==> src/rtl/spi_slave_regs_if.sv <==
// SPI pin and register-port bundle for spi_slave_regs.
// slave modport is the endpoint; master modport is the SPI master / register-file side.
interface spi_slave_regs_if #(
  parameter int unsigned ADDR_W = 7,
  parameter int unsigned DATA_W = 32
);
  logic              i_sclk;
  logic              i_cs_n;
  logic              i_mosi;
  logic              o_miso;
  logic              o_wr_en;
  logic [ADDR_W-1:0] o_wr_addr;
  logic [DATA_W-1:0] o_wr_data;
  logic              o_rd_en;
  logic [ADDR_W-1:0] o_rd_addr;
  logic [DATA_W-1:0] i_rd_data;
  logic              o_busy;
  logic              o_frame_err;
  logic              o_irq;
  logic              i_irq_clr;

  modport slave (
    input  i_sclk, i_cs_n, i_mosi, i_rd_data, i_irq_clr,
    output o_miso, o_wr_en, o_wr_addr, o_wr_data, o_rd_en, o_rd_addr,
           o_busy, o_frame_err, o_irq
  );

  modport master (
    output i_sclk, i_cs_n, i_mosi, i_rd_data, i_irq_clr,
    input  o_miso, o_wr_en, o_wr_addr, o_wr_data, o_rd_en, o_rd_addr,
           o_busy, o_frame_err, o_irq
  );
endinterface

==> src/rtl/spi_slave_regs.sv <==
// Oversampling SPI mode-0 slave turning header+data frames into register writes/reads.
// Optional feature macro: SPI_SLAVE_IRQ_EN (sticky write-complete interrupt on o_irq).
module spi_slave_regs #(
  parameter int unsigned ADDR_W = 7,
  parameter int unsigned DATA_W = 32
) (
  input  logic             FCLK_CLK0,
  input  logic             RST_N,
  spi_slave_regs_if.slave  bus
);
  localparam int unsigned HDR_W = 8;
  localparam int unsigned CNT_W = $clog2(((DATA_W > HDR_W) ? DATA_W : HDR_W) + 1);

  typedef enum logic [1:0] {IDLE, HEADER, DATA, DRAIN} state_t;

  state_t            state;
  logic [2:0]        sclk_sync;
  logic [2:0]        cs_sync;
  logic [1:0]        mosi_sync;
  logic [CNT_W-1:0]  bit_cnt;
  logic [HDR_W-1:0]  hdr;
  logic [DATA_W-1:0] rx_sr;
  logic [DATA_W-1:0] tx_sr;
  logic              rd_load;

  logic              sclk_rise, sclk_fall, cs_rise, cs_fall, mosi_s;
  logic              last_hdr, last_data;
  logic [HDR_W-1:0]  hdr_nxt;
  logic [DATA_W-1:0] rx_nxt;

  // CS_N sync resets to "selected" so a frame in flight at reset release is never picked up mid-way
  always_ff @(posedge FCLK_CLK0 or negedge RST_N) begin
    if (!RST_N) begin
      sclk_sync <= '0;
      cs_sync   <= '0;
      mosi_sync <= '0;
    end else begin
      sclk_sync <= {sclk_sync[1:0], bus.i_sclk};
      cs_sync   <= {cs_sync[1:0], bus.i_cs_n};
      mosi_sync <= {mosi_sync[0], bus.i_mosi};
    end
  end

  assign sclk_rise = sclk_sync[1] & ~sclk_sync[2];
  assign sclk_fall = ~sclk_sync[1] & sclk_sync[2];
  assign cs_rise   = cs_sync[1] & ~cs_sync[2];
  assign cs_fall   = ~cs_sync[1] & cs_sync[2];
  assign mosi_s    = mosi_sync[1];
  assign last_hdr  = (bit_cnt == CNT_W'(HDR_W - 1));
  assign last_data = (bit_cnt == CNT_W'(DATA_W - 1));
  assign hdr_nxt   = {hdr[HDR_W-2:0], mosi_s};
  assign rx_nxt    = {rx_sr[DATA_W-2:0], mosi_s};

  always_ff @(posedge FCLK_CLK0 or negedge RST_N) begin
    if (!RST_N) begin
      state           <= IDLE;
      bit_cnt         <= '0;
      hdr             <= '0;
      rx_sr           <= '0;
      tx_sr           <= '0;
      rd_load         <= 1'b0;
      bus.o_miso      <= 1'b0;
      bus.o_wr_en     <= 1'b0;
      bus.o_wr_addr   <= '0;
      bus.o_wr_data   <= '0;
      bus.o_rd_en     <= 1'b0;
      bus.o_rd_addr   <= '0;
      bus.o_busy      <= 1'b0;
      bus.o_frame_err <= 1'b0;
    end else begin
      bus.o_wr_en     <= 1'b0;
      bus.o_rd_en     <= 1'b0;
      bus.o_frame_err <= 1'b0;
      rd_load         <= bus.o_rd_en;
      // read data is sampled the cycle after the request
      if (rd_load) tx_sr <= bus.i_rd_data;

      case (state)
        IDLE: begin
          bus.o_miso <= 1'b0;
          if (cs_fall) begin
            state      <= HEADER;
            bit_cnt    <= '0;
            bus.o_busy <= 1'b1;
          end
        end
        HEADER: begin
          if (cs_rise) begin
            state           <= IDLE;
            bus.o_busy      <= 1'b0;
            bus.o_frame_err <= 1'b1;
          end else if (sclk_rise) begin
            hdr <= hdr_nxt;
            if (last_hdr) begin
              state   <= DATA;
              bit_cnt <= '0;
              if (!hdr_nxt[HDR_W-1]) begin
                bus.o_rd_en   <= 1'b1;
                bus.o_rd_addr <= ADDR_W'(hdr_nxt);
              end
            end else begin
              bit_cnt <= bit_cnt + CNT_W'(1);
            end
          end
        end
        DATA: begin
          // a final rise landing with CS_N release still completes the frame
          if (sclk_rise && last_data) begin
            rx_sr      <= rx_nxt;
            state      <= DRAIN;
            bus.o_miso <= 1'b0;
            if (hdr[HDR_W-1]) begin
              bus.o_wr_en   <= 1'b1;
              bus.o_wr_addr <= ADDR_W'(hdr);
              bus.o_wr_data <= rx_nxt;
            end
          end else if (cs_rise) begin
            state           <= IDLE;
            bus.o_busy      <= 1'b0;
            bus.o_frame_err <= 1'b1;
            bus.o_miso      <= 1'b0;
          end else if (sclk_rise) begin
            rx_sr   <= rx_nxt;
            bit_cnt <= bit_cnt + CNT_W'(1);
          end else if (sclk_fall && !hdr[HDR_W-1]) begin
            bus.o_miso <= tx_sr[DATA_W-1];
            tx_sr      <= {tx_sr[DATA_W-2:0], 1'b0};
          end
        end
        DRAIN: begin
          bus.o_miso <= 1'b0;
          if (cs_rise) begin
            state      <= IDLE;
            bus.o_busy <= 1'b0;
          end
        end
        default: state <= IDLE;
      endcase
    end
  end

`ifdef SPI_SLAVE_IRQ_EN
  // sticky interrupt; a write in the clearing cycle keeps it set
  always_ff @(posedge FCLK_CLK0 or negedge RST_N) begin
    if (!RST_N) begin
      bus.o_irq <= 1'b0;
    end else begin
      bus.o_irq <= bus.o_wr_en | (bus.o_irq & ~bus.i_irq_clr);
    end
  end
`else
  logic unused_irq_clr;
  assign unused_irq_clr = bus.i_irq_clr;
  assign bus.o_irq      = 1'b0;
`endif
endmodule

==> src/flat_wrapper.sv <==
// flat-port wrapper written by rule: the top's interface ports become plain ports
module spi_slave_regs_flat 
#(
  parameter int unsigned ADDR_W = 7,
  parameter int unsigned DATA_W = 32
)
  (FCLK_CLK0, RST_N, bus_i_sclk, bus_i_cs_n, bus_i_mosi, bus_i_rd_data, bus_i_irq_clr, bus_o_miso, bus_o_wr_en, bus_o_wr_addr, bus_o_wr_data, bus_o_rd_en, bus_o_rd_addr, bus_o_busy, bus_o_frame_err, bus_o_irq);
  spi_slave_regs_if #(.ADDR_W(ADDR_W), .DATA_W(DATA_W)) bus_i ();
  input  logic FCLK_CLK0;
  input  logic RST_N;
  input wire logic [$bits(bus_i.i_sclk)-1:0] bus_i_sclk;
  input wire logic [$bits(bus_i.i_cs_n)-1:0] bus_i_cs_n;
  input wire logic [$bits(bus_i.i_mosi)-1:0] bus_i_mosi;
  input wire logic [$bits(bus_i.i_rd_data)-1:0] bus_i_rd_data;
  input wire logic [$bits(bus_i.i_irq_clr)-1:0] bus_i_irq_clr;
  output wire logic [$bits(bus_i.o_miso)-1:0] bus_o_miso;
  output wire logic [$bits(bus_i.o_wr_en)-1:0] bus_o_wr_en;
  output wire logic [$bits(bus_i.o_wr_addr)-1:0] bus_o_wr_addr;
  output wire logic [$bits(bus_i.o_wr_data)-1:0] bus_o_wr_data;
  output wire logic [$bits(bus_i.o_rd_en)-1:0] bus_o_rd_en;
  output wire logic [$bits(bus_i.o_rd_addr)-1:0] bus_o_rd_addr;
  output wire logic [$bits(bus_i.o_busy)-1:0] bus_o_busy;
  output wire logic [$bits(bus_i.o_frame_err)-1:0] bus_o_frame_err;
  output wire logic [$bits(bus_i.o_irq)-1:0] bus_o_irq;
  assign bus_i.i_sclk = bus_i_sclk;
  assign bus_i.i_cs_n = bus_i_cs_n;
  assign bus_i.i_mosi = bus_i_mosi;
  assign bus_i.i_rd_data = bus_i_rd_data;
  assign bus_i.i_irq_clr = bus_i_irq_clr;
  assign bus_o_miso = bus_i.o_miso;
  assign bus_o_wr_en = bus_i.o_wr_en;
  assign bus_o_wr_addr = bus_i.o_wr_addr;
  assign bus_o_wr_data = bus_i.o_wr_data;
  assign bus_o_rd_en = bus_i.o_rd_en;
  assign bus_o_rd_addr = bus_i.o_rd_addr;
  assign bus_o_busy = bus_i.o_busy;
  assign bus_o_frame_err = bus_i.o_frame_err;
  assign bus_o_irq = bus_i.o_irq;
  spi_slave_regs #(.ADDR_W(ADDR_W), .DATA_W(DATA_W)) u_core (.FCLK_CLK0(FCLK_CLK0), .RST_N(RST_N), .bus(bus_i));
endmodule
==> config.mk <==
export PLATFORM = sky130hd
export DESIGN_NAME = spi_slave_regs_flat
export DESIGN_NICKNAME = d
export VERILOG_FILES = /design/src/rtl/spi_slave_regs_if.sv /design/src/rtl/spi_slave_regs.sv /design/src/flat_wrapper.sv
export SDC_FILE = /design/constraint.sdc
export NUM_CORES = 1
export LEC_CHECK = 0
export BUFFER_PORTS_ARGS = -buffer_cell sky130_fd_sc_hd__buf_2
export CAP_MARGIN = 0
export CELL_PAD_IN_SITES_DETAIL_PLACEMENT = 2
export CELL_PAD_IN_SITES_GLOBAL_PLACEMENT = 2
export CORE_UTILIZATION = 35
export DETAILED_ROUTE_END_ITERATION = 10
export HOLD_SLACK_MARGIN = 0.12
export PLACE_DENSITY = 0.8
export SLEW_MARGIN = 0
export SYNTH_ARGS = -nofsm -noshare
export SYNTH_HDL_FRONTEND = slang
export SYNTH_SLANG_ARGS = --single-unit
export TNS_END_PERCENT = 20
==> constraint.sdc <==
create_clock -name FCLK_CLK0 -period 2.86 [get_ports FCLK_CLK0]
set_input_delay 0.286 -clock FCLK_CLK0 [delete_from_list [all_inputs] [get_ports FCLK_CLK0]]
set_output_delay 0.286 -clock FCLK_CLK0 [all_outputs]
set_load 0.005 [all_outputs]
======== Word level (Yosys, flattened, before mapping) ========
Index checks and enable logic that the tools add are counted.
Widths: inputs -> output; s select.
word-level totals
  flip-flop bits (word level) ............. 139
  bits in latches ......................... 0
  bits in writable memories ............... 0
  memory bits (read-only) ................. 0
  bits of input ports ..................... 38
  output and inout port bits .............. 52
  logic and storage cells ................. 105
  memories ................................ 0
operators by class
  add/sub/neg operators ................... 1
  multipliers ............................. 0
  divide/modulo/power cells ............... 0
  magnitude comparators ................... 0
  equal/unequal tests ..................... 16
  shift-type cells ........................ 0
  mux-type cells .......................... 44
  bitwise logic cells ..................... 10
  reductions and logical operators ........ 17
operators with widths
  kind                 number
  $mux 32              6
  $mux 31              3
  $mux 6               7
  $pmux 6 s3           1
  $mux 1               17
  $reduce_and 3->1     5
  $mux 2               6
  $ne 2x2->1 const B   4
  $pmux 2 s4           1
  $reduce_and 7->1     1
  $add 6x1->6 const B  1
  $eq 6x3->1 const B   1
  $eq 6x5->1 const B   1
  $ne 2x1->1 const B   3
  $ne 3x1->1 const B   2
  $not 1->1            6
  $reduce_and 5->1     1
  $and 1x1->1          4
  $eq 2x2->1 const B   2
  $ne 4x1->1 const B   1
  $ne 4x4->1 const B   1
  $pmux 1 s2           2
  $reduce_bool 2->1    2
  $reduce_or 2->1      2
  7 further kinds      8

======== Longest topological paths before layout ========
Gate-level depths: netlist (run 1).
  depth in word-level cells ............... 8
  depth in mapped cells ................... 8
  depth with buffers taken out ............ 7

======== Least setup slack after synthesis (run 1) ========
OpenSTA, ideal clock, no wires.
  path type ............................... register -> register
  from .................................... reg u_core.state[0]
  to ...................................... reg u_core.bit_cnt[3]
  setup time .............................. 95 ps
  data arrival time ....................... 1,849 ps
  required time ........................... 2,765 ps
  path slack .............................. 916 ps
  cell stages (with the launch flop) ...... 9
  path buffers ............................ 1
  clock period less this slack ............ 1,944 ps
  cells stage by stage .................... dfrtp_1 inv_1 ha_1 buf_2 or3_1 o21ai_0 a221o_1 or3_4 o31ai_1
between the ends
  word-level cells in the longest chain between the ends .. 3
  elaborated cells on any way between the ends .. 12
  those cells by class .................... 8 x eq/ne; 1 x mux; 3 x reduce/logical
RTL lines
  item                                                RTL line               text
  start: declaration                                  spi_slave_regs.sv:16   state_t state;
  start signal: assignment                            spi_slave_regs.sv:56   state <= IDLE;
  start signal: assignment                            spi_slave_regs.sv:82   state <= HEADER;
  start signal: assignment                            spi_slave_regs.sv:89   state <= IDLE;
  $eq 2x2->1, or another cell as far along            spi_slave_regs.sv:78   case (state)
  $ne 2x1->1 (no line), or another cell as far along  --
  $reduce_and 7->1 (no line)                          --
  end signal: assignment                              spi_slave_regs.sv:102  bit_cnt <= bit_cnt + CNT_W'(1);
  end signal: assignment                              spi_slave_regs.sv:124  bit_cnt <= bit_cnt + CNT_W'(1);
  end: declaration                                    spi_slave_regs.sv:20   logic [CNT_W-1:0] bit_cnt;
Parallel ways exist; a longest one is shown, timed or not.
A chain may end at the register's enable or synchronous reset.

======== Worst setup path after layout (run 1) ========
  from .................................... reg u_core.state[0]
  to ...................................... reg u_core.bus.o_wr_data[22]
between the ends
  word-level cells in the longest chain between the ends .. 2
RTL lines
  item                        RTL line                 text
  $eq 2x2->1                  spi_slave_regs.sv:78
  $reduce_and 3->1 (no line)  --
  end signal: assignment      spi_slave_regs.sv:115    bus.o_wr_data <= rx_nxt;
  end: declaration            spi_slave_regs_if.sv:24  output o_miso, o_wr_en, o_wr_addr, o_wr_data, o_rd_en, o_rd_addr,
Every way passes these cells.

==> impl_metrics.py, run 1 <==
metrics = {
    "route": {
        "antenna_left": 0,
        "wl_per_cell_um": 17.5,
        "vias": 3677,
        "drt_wl_total_um": 13200,
        "drt_iter0_drc": 101,
        "drc": 0,
        "vias_per_cell": 4.88,
        "first_pass_iters": 4,
    },
    "sta": {
        "rsz0062_at_grt": "no",
        "finalCriticalPeriod_ns": 2.40,
        "max_freq_ghz": 0.416,
        "hold_violations": 0,
        "setup_viol_count_final": 0,
        "fin_ws_ns": 0.456,
        "post-route-period-util_pct": 84.0,
        "worst_pin_slew_ns": 0.921,
        "clock_skew_ns": 0.00661,
        "tns_ns": 0,
        "maxSlewViolCount": 0,
        "slew_headroom_pct": 38.6,
    },
    "outcome": {
        "run_status": "finished, final reports clean",
    },
    "clocking": {
        "clock-sinks": 139,
        "cts_buffers": 17,
        "clk_latency_ns": 0.41,
        "clk_path_buf_depth": 2,
        "post_cts_buffers": 0,
        "cts_root_buffer": "clkbuf_16",
        "clk_pin_slew_ns": 0.06,
        "cts_tree": "built",
        "h-tree-depth": 4,
    },
    "yosys": {
        "synth_edf_count": 0,
        "ys_warn_count": 0,
        "async_flop_share_pct": 100,
        "synth_top_flop_cell": "dfrtp_1",
        "synth.area.top_cells": "dfrtp_1 (61%), mux2_2 (17%), mux2i_1 (5.6%)",
        "synth_area_leader_cell": "dfrtp_1",
        "syn_area_per_cell_um2": 13.3,
        "synth-compound-area-share_pct": 6.72,
        "syn_area_mm2": 0.00570,
        "synth_mux_area_share_pct": 22.4,
        "yosysSeqAreaShare_pct": 61.1,
        "synth_nets": 472,
        "yosys.area_share.simple_pct": 6.48,
        "synth_xor_area_share_pct": 0,
        "synthDistinctLibCells": 41,
        "ys_seq_elements": 139,
        "synth_top_area_share_pct": 61.1,
        "synth_top_family_by_area": "multiplexers",
        "synth_fa_ha_area_share_pct": 1.10,
        "netlist_instances": 429,
    },
    "global_routing": {
        "grt_antenna_before_repair": 0,
        "overflow": 0,
        "grt_max_degree": 71,
        "track_usage_pct": 17.0,
        "grt_pass1_wl_um": 21500,
        "grt_pass1_vias": 4121,
    },
    "setup_path": {
        "worst_path_max_delay_cell": "nor4_2",
        "r2r_slack_ns": 0.46,
        "startpoint_type": "flop",
        "path_class": "flop to flop",
        "cp_common_cell": "inv_1",
        "cp_top_family": "simple AND/OR/NAND/NOR gates",
        "critPathLaunch": "u_core.state[0]$_DFFE_PN0P_",
        "worstPathArrival_ns": 2.70,
        "critical_path.max_stage_delay_ns": 0.53,
        "path_buf_inv": 3,
        "required_ns": 3.16,
        "worstPathCellList": "inv_1 -> ha_1 -> inv_1 -> nor4_2 -> nand2_2 -> buf_4 -> mux2_2",
        "rr_startpoint": "u_core.state[0]$_DFFE_PN0P_",
        "critPathCaptureType": "flop",
        "path_max_fanout": 40,
    },
    "finish": {
        "layout.nets": 567,
        "final.fill_count": 1610,
        "area_growth_pct": 23.0,
        "final_cell_mix": "dfrtp_1 (138), buf_2 (86), mux2_2 (85), nor2_1 (39), a21oi_1 (34)",
        "seq_area_mm2": 0.00348,
        "layout-drive-gt1-share_pct": 41.0,
        "final_common_cell": "dfrtp_1",
        "multi_input_area_mm2": 0.00210,
        "insertedDiodeCount": 0,
        "final_util_pct": 44.1,
    },
    "die": {
        "start_util_pct": 35.9,
        "io_pins": 90,
        "fp-row-count": 46,
        "fp.coreArea_mm2": 0.0159,
        "die_w_um": 130,
        "dieHeight_um": 130,
        "dieArea_mm2": 0.0168,
    },
    "job": {
        "cap_violations": 0,
    },
    "placement": {
        "io_buffers": 87,
        "gp_congestion": 0.737,
        "dpl.hpwl_um": 8830,
        "place_ws_ns": 0.449,
    },
    "power_and_ir_drop": {
        "power_leakage_nw": 3.36,
        "irDropWorstVdd_v": 0.000405,
        "p_per_area_mw_per_mm2": 647,
    },
    "min_path": {
        "hp-class": "input pin to flop",
        "hp-start": "bus_i_rd_data[0]",
    },
}
-- cells in the mapped netlist, types with 3 or more instances --
library cell and count:
dfrtp_1 139, mux2_2 85, nor2_1 39, a21oi_1 34, mux2i_1 32, o21ai_0 13
clkbuf_1 11, nand2_1 9, buf_2 8, inv_1 6, ha_1 5, nand3_1 5
or3_1 4, buf_1 3, nand2b_1 3
-- what timing repair did --
action | 4_1_cts | 5_1_grt
gates resized for setup | 0 | 0
hold buffers | 4 | 0
hold endpoints to repair | 70 | 0
-- power breakdown --
group,total (mW),switching (mW),internal [mW]
logic,0.306,0.182,0.124
registers,2.08,0.0547,2.03
clock network,2.15,0.864,1.29
total,4.54,1.10,3.44
-- flip-flops by register name (all words and copies together) (netlist names), 2 cells and up --
signal / count
u_core.sclk_sync: 3
u_core.cs_sync: 3
u_core.mosi_sync: 2
u_core.bus.o_rd_addr: 7
u_core.rx_sr: 31
u_core.tx_sr: 32
u_core.bit_cnt: 6
u_core.bus.o_wr_data: 32
u_core.bus.o_wr_addr: 7
u_core.hdr: 8
u_core.state: 2
-- per-stage QoR --
| stage | power, mW | cell area (um2) | hold slack, ns | cells |
|---|---|---|---|---|
| after floorplan | 2.27 | 5700 | -0.00959 | 429 |
| after global placement | 2.39 | 6390 | 0.331 | 717 |
| after detailed placement | 2.43 | 6390 | 0.336 | 717 |
| after CTS | 4.61 | 7010 | 0.161 | 753 |
| after global routing | 4.74 | 7010 | 0.174 | 753 |
| final | 4.54 | 7010 | 0.178 | 753 |
-- worst paths after layout --
check                                                        to  cells after the start
max                        u_core.bus.o_wr_data[22]$_DFFE_PN0P_                      7
min in group asynchronous            u_core.tx_sr[23]$_DFF_PN0_                      2
max reg2reg                u_core.bus.o_wr_data[22]$_DFFE_PN0P_                      7
max in group asynchronous            u_core.tx_sr[19]$_DFF_PN0_                      3
min reg2reg                         u_core.cs_sync[1]$_DFF_PN0_                      0
min                                   u_core.tx_sr[0]$_DFF_PN0_                      3
-- layer usage --
metal,part of all wire [%],up-vias,global-route usage (%)
met4,0.98,0,5.54
li1,-,1705,-
met2,52,81,29.6
met5,0,-,0
met1,42,1879,20.1
met3,5.1,12,5.08
-- worst reg2reg max path, cell delays in order, from the launching register on --
cell and delay [ns]:
dfrtp_1 0.42, inv_1 0.14, ha_1 0.32, inv_1 0.12, nor4_2 0.53, nand2_2 0.08
buf_4 0.30, mux2_2 0.38
-- final cells by class --
class                      count  share of cell area [%]
inverter                       6                   0.321
clock buffer                  18                    6.13
multi-input combinational    261                    30.0
clock inverter                14                    2.11
tap                          216                    3.86
sequential                   139                    49.7
timing repair buffer          99                    7.91
-- cell families (layout without fill, tap and decap cells) --
logic type                 count (synthesis)  in the layout
AOI/OAI and AO/OA                         65             65
adders and majority gates                  5              5
buffers and inverters                     29            137
DFF                                      139            139
muxes                                    117            117
other                                      1              1
and+or+nand+nor                           73             73
Power figures use the tool's default switching activity.
==> run 2, diff against run 1 <==
--- a/config.mk
+++ b/config.mk
@@ -12,7 +12,7 @@
 export CORE_UTILIZATION = 35
 export DETAILED_ROUTE_END_ITERATION = 10
 export HOLD_SLACK_MARGIN = 0.12
-export PLACE_DENSITY = 0.8
+export PLACE_DENSITY = 0.83
 export SLEW_MARGIN = 0
 export SYNTH_ARGS = -nofsm -noshare
 export SYNTH_HDL_FRONTEND = slang
==> constraint.sdc (replaced) <==
create_clock -name FCLK_CLK0 -period 2.2 [get_ports FCLK_CLK0]
set_input_delay 0.22 -clock FCLK_CLK0 [delete_from_list [all_inputs] [get_ports FCLK_CLK0]]
set_output_delay 0.22 -clock FCLK_CLK0 [all_outputs]
set_load 0.005 [all_outputs]
==> impl_metrics.py, run 2 (synthesized netlist as in run 1, its figures left out) <==
metrics = {
    "power_and_ir_drop": {
        "irDropWorstVdd_v": 0.000527,
        "power_leakage_nw": 3.47,
        "p_per_area_mw_per_mm2": 807,
    },
    "finish": {
        "area_growth_pct": 28.0,
        "final_cell_mix": "dfrtp_1 (138), buf_2 (86), mux2_2 (85), nor2_1 (39), a21oi_1 (34)",
        "layout.nets": 590,
        "final_common_cell": "dfrtp_1",
        "layout-drive-gt1-share_pct": 41.6,
        "fin_cells": 777,
        "largestRegisters": "u_core.bus.o_wr_data (32), u_core.tx_sr (32), u_core.rx_sr (31)",
    },
    "clocking": {
        "cts_root_buffer": "clkbuf_16",
        "cts_buffers": 17,
        "clk_latency_ns": 0.42,
        "clk_pin_slew_ns": 0.06,
        "cts_tree": "built",
        "clock-sinks": 139,
        "clk_path_buf_depth": 2,
        "h-tree-depth": 4,
    },
    "placement": {
        "dpl.hpwl_um": 9350,
        "dpl.cell_count": 723,
        "place_ws_ns": -0.0514,
        "gp_congestion": 0.773,
        "io_buffers": 87,
    },
    "setup_path": {
        "critPathCaptureType": "flop",
        "reg2reg_depth": 8,
        "r2r_slack_ns": 0.05,
        "required_ns": 2.49,
        "rr_endpoint": "u_core.bus.o_wr_data[2]$_DFFE_PN0P_",
        "rr_startpoint": "u_core.state[0]$_DFFE_PN0P_",
        "path_class": "flop to flop",
        "startpoint_type": "flop",
        "path_max_fanout": 40,
        "worstPathArrival_ns": 2.45,
    },
    "min_path": {
        "hp-class": "input pin to flop",
        "hp-start": "bus_i_rd_data[5]",
        "min_path_cells": 3,
        "min_to": "u_core.tx_sr[5]$_DFF_PN0_",
    },
    "sta": {
        "maxSlewViolCount": 0,
        "fin_ws_ns": 0.0461,
        "max_freq_ghz": 0.464,
        "hold_violations": 0,
        "setup_viol_count_final": 0,
        "finalCriticalPeriod_ns": 2.15,
        "clock_skew_ns": 0.00983,
        "worst_pin_slew_ns": 0.615,
        "slew_headroom_pct": 59.0,
        "post-route-period-util_pct": 97.9,
    },
    "route": {
        "drt_wl_total_um": 14200,
        "vias_per_cell": 4.90,
        "wl_per_cell_um": 18.3,
        "antenna_left": 0,
        "first_pass_iters": 4,
        "vias": 3806,
        "drt_iter0_drc": 79,
        "drc": 0,
    },
    "die": {
        "fp.coreArea_mm2": 0.0159,
        "fp-row-count": 46,
        "die_w_um": 130,
        "dieHeight_um": 130,
        "start_util_pct": 35.9,
        "io_pins": 90,
        "dieArea_mm2": 0.0168,
    },
    "global_routing": {
        "overflow": 0,
        "grt_pass1_wl_um": 23100,
        "grt_pass1_vias": 4422,
        "track_usage_pct": 18.2,
        "grt_max_degree": 66,
        "grt_antenna_before_repair": 1,
    },
    "job": {
        "cap_violations": 0,
    },
    "outcome": {
        "run_status": "finished, final reports clean",
    },
}
## run 2: routing by layer
metal | part of all wire, % | global-route usage, % | vias up
met5 | 0 | 0 | -
met4 | 0.89 | 4.92 | 0
met3 | 5.1 | 5.86 | 11
met2 | 54 | 32.8 | 80
met1 | 40 | 20.6 | 1963
li1 | - | - | 1752
## run 2: how the worst max path moves through the flow
stage | startpoint | end | slack [ns] | depth (start not counted)
floorplan | u_core.state[0]$_DFFE_PN0P_ | u_core.bit_cnt[3]$_DFFE_PN0P_ | 0.26 | 8
global placement | u_core.state[0]$_DFFE_PN0P_ | u_core.bus.o_wr_data[16]$_DFFE_PN0P_ | 0.06 | 8
detailed placement | u_core.state[0]$_DFFE_PN0P_ | u_core.bit_cnt[3]$_DFFE_PN0P_ | -0.05 | 7
CTS | u_core.state[0]$_DFFE_PN0P_ | u_core.bus.o_wr_data[2]$_DFFE_PN0P_ | -0.02 | 8
global route | u_core.state[0]$_DFFE_PN0P_ | u_core.bus.o_wr_data[2]$_DFFE_PN0P_ | -0.04 | 8
finish | u_core.state[0]$_DFFE_PN0P_ | u_core.bus.o_wr_data[2]$_DFFE_PN0P_ | 0.05 | 8
## run 2: critical path: stages, from the launching register on
cell and delay (ns):
dfrtp_1 0.47, inv_2 0.17, ha_4 0.22, inv_1 0.08, nor4_2 0.31, buf_4 0.19
nand2_2 0.07, buf_12 0.19, mux2_2 0.30
## run 2: stage by stage
step           util (%)  setup TNS, ns  hold WS (ns)  instance area [um2]  power (mW)
3_5_place_dp       40.8          -1.10         0.257                 6480        3.17
2_1_floorplan         -              0       -0.0756                 5700        2.95
6_report           45.9              0         0.126                 7290        5.89
3_3_place_gp       40.8              0         0.247                 6480        3.12
4_1_cts            45.5        -0.0875         0.120                 7230        5.92
5_1_grt            45.9          -1.04         0.126                 7290        6.13
## run 2: layout make-up
type,instances,area (um2)
Fill cell,1593,8600
Sequential cell,139,3480
Multi-Input combinational cell,261,2150
Timing Repair Buffer,122,812
Clock buffer,22,464
Tap cell,216,270
Clock inverter,10,92.6
Inverter,6,22.5
Antenna cell,1,2.50
## run 2: timing repair
item                                    CTS  global route
pin swaps                                 1             0
endpoints found under the setup margin   48            50
hold buffers                             17             1
buffers inserted                          2             1
endpoints found under the hold margin    78             1
resized for setup                         2             7
## run 2: where the power goes
group	switching, mW	internal [mW]	total (mW)
clock network	1.08	1.61	2.69
logic	0.259	0.222	0.481
registers	0.0832	2.63	2.72
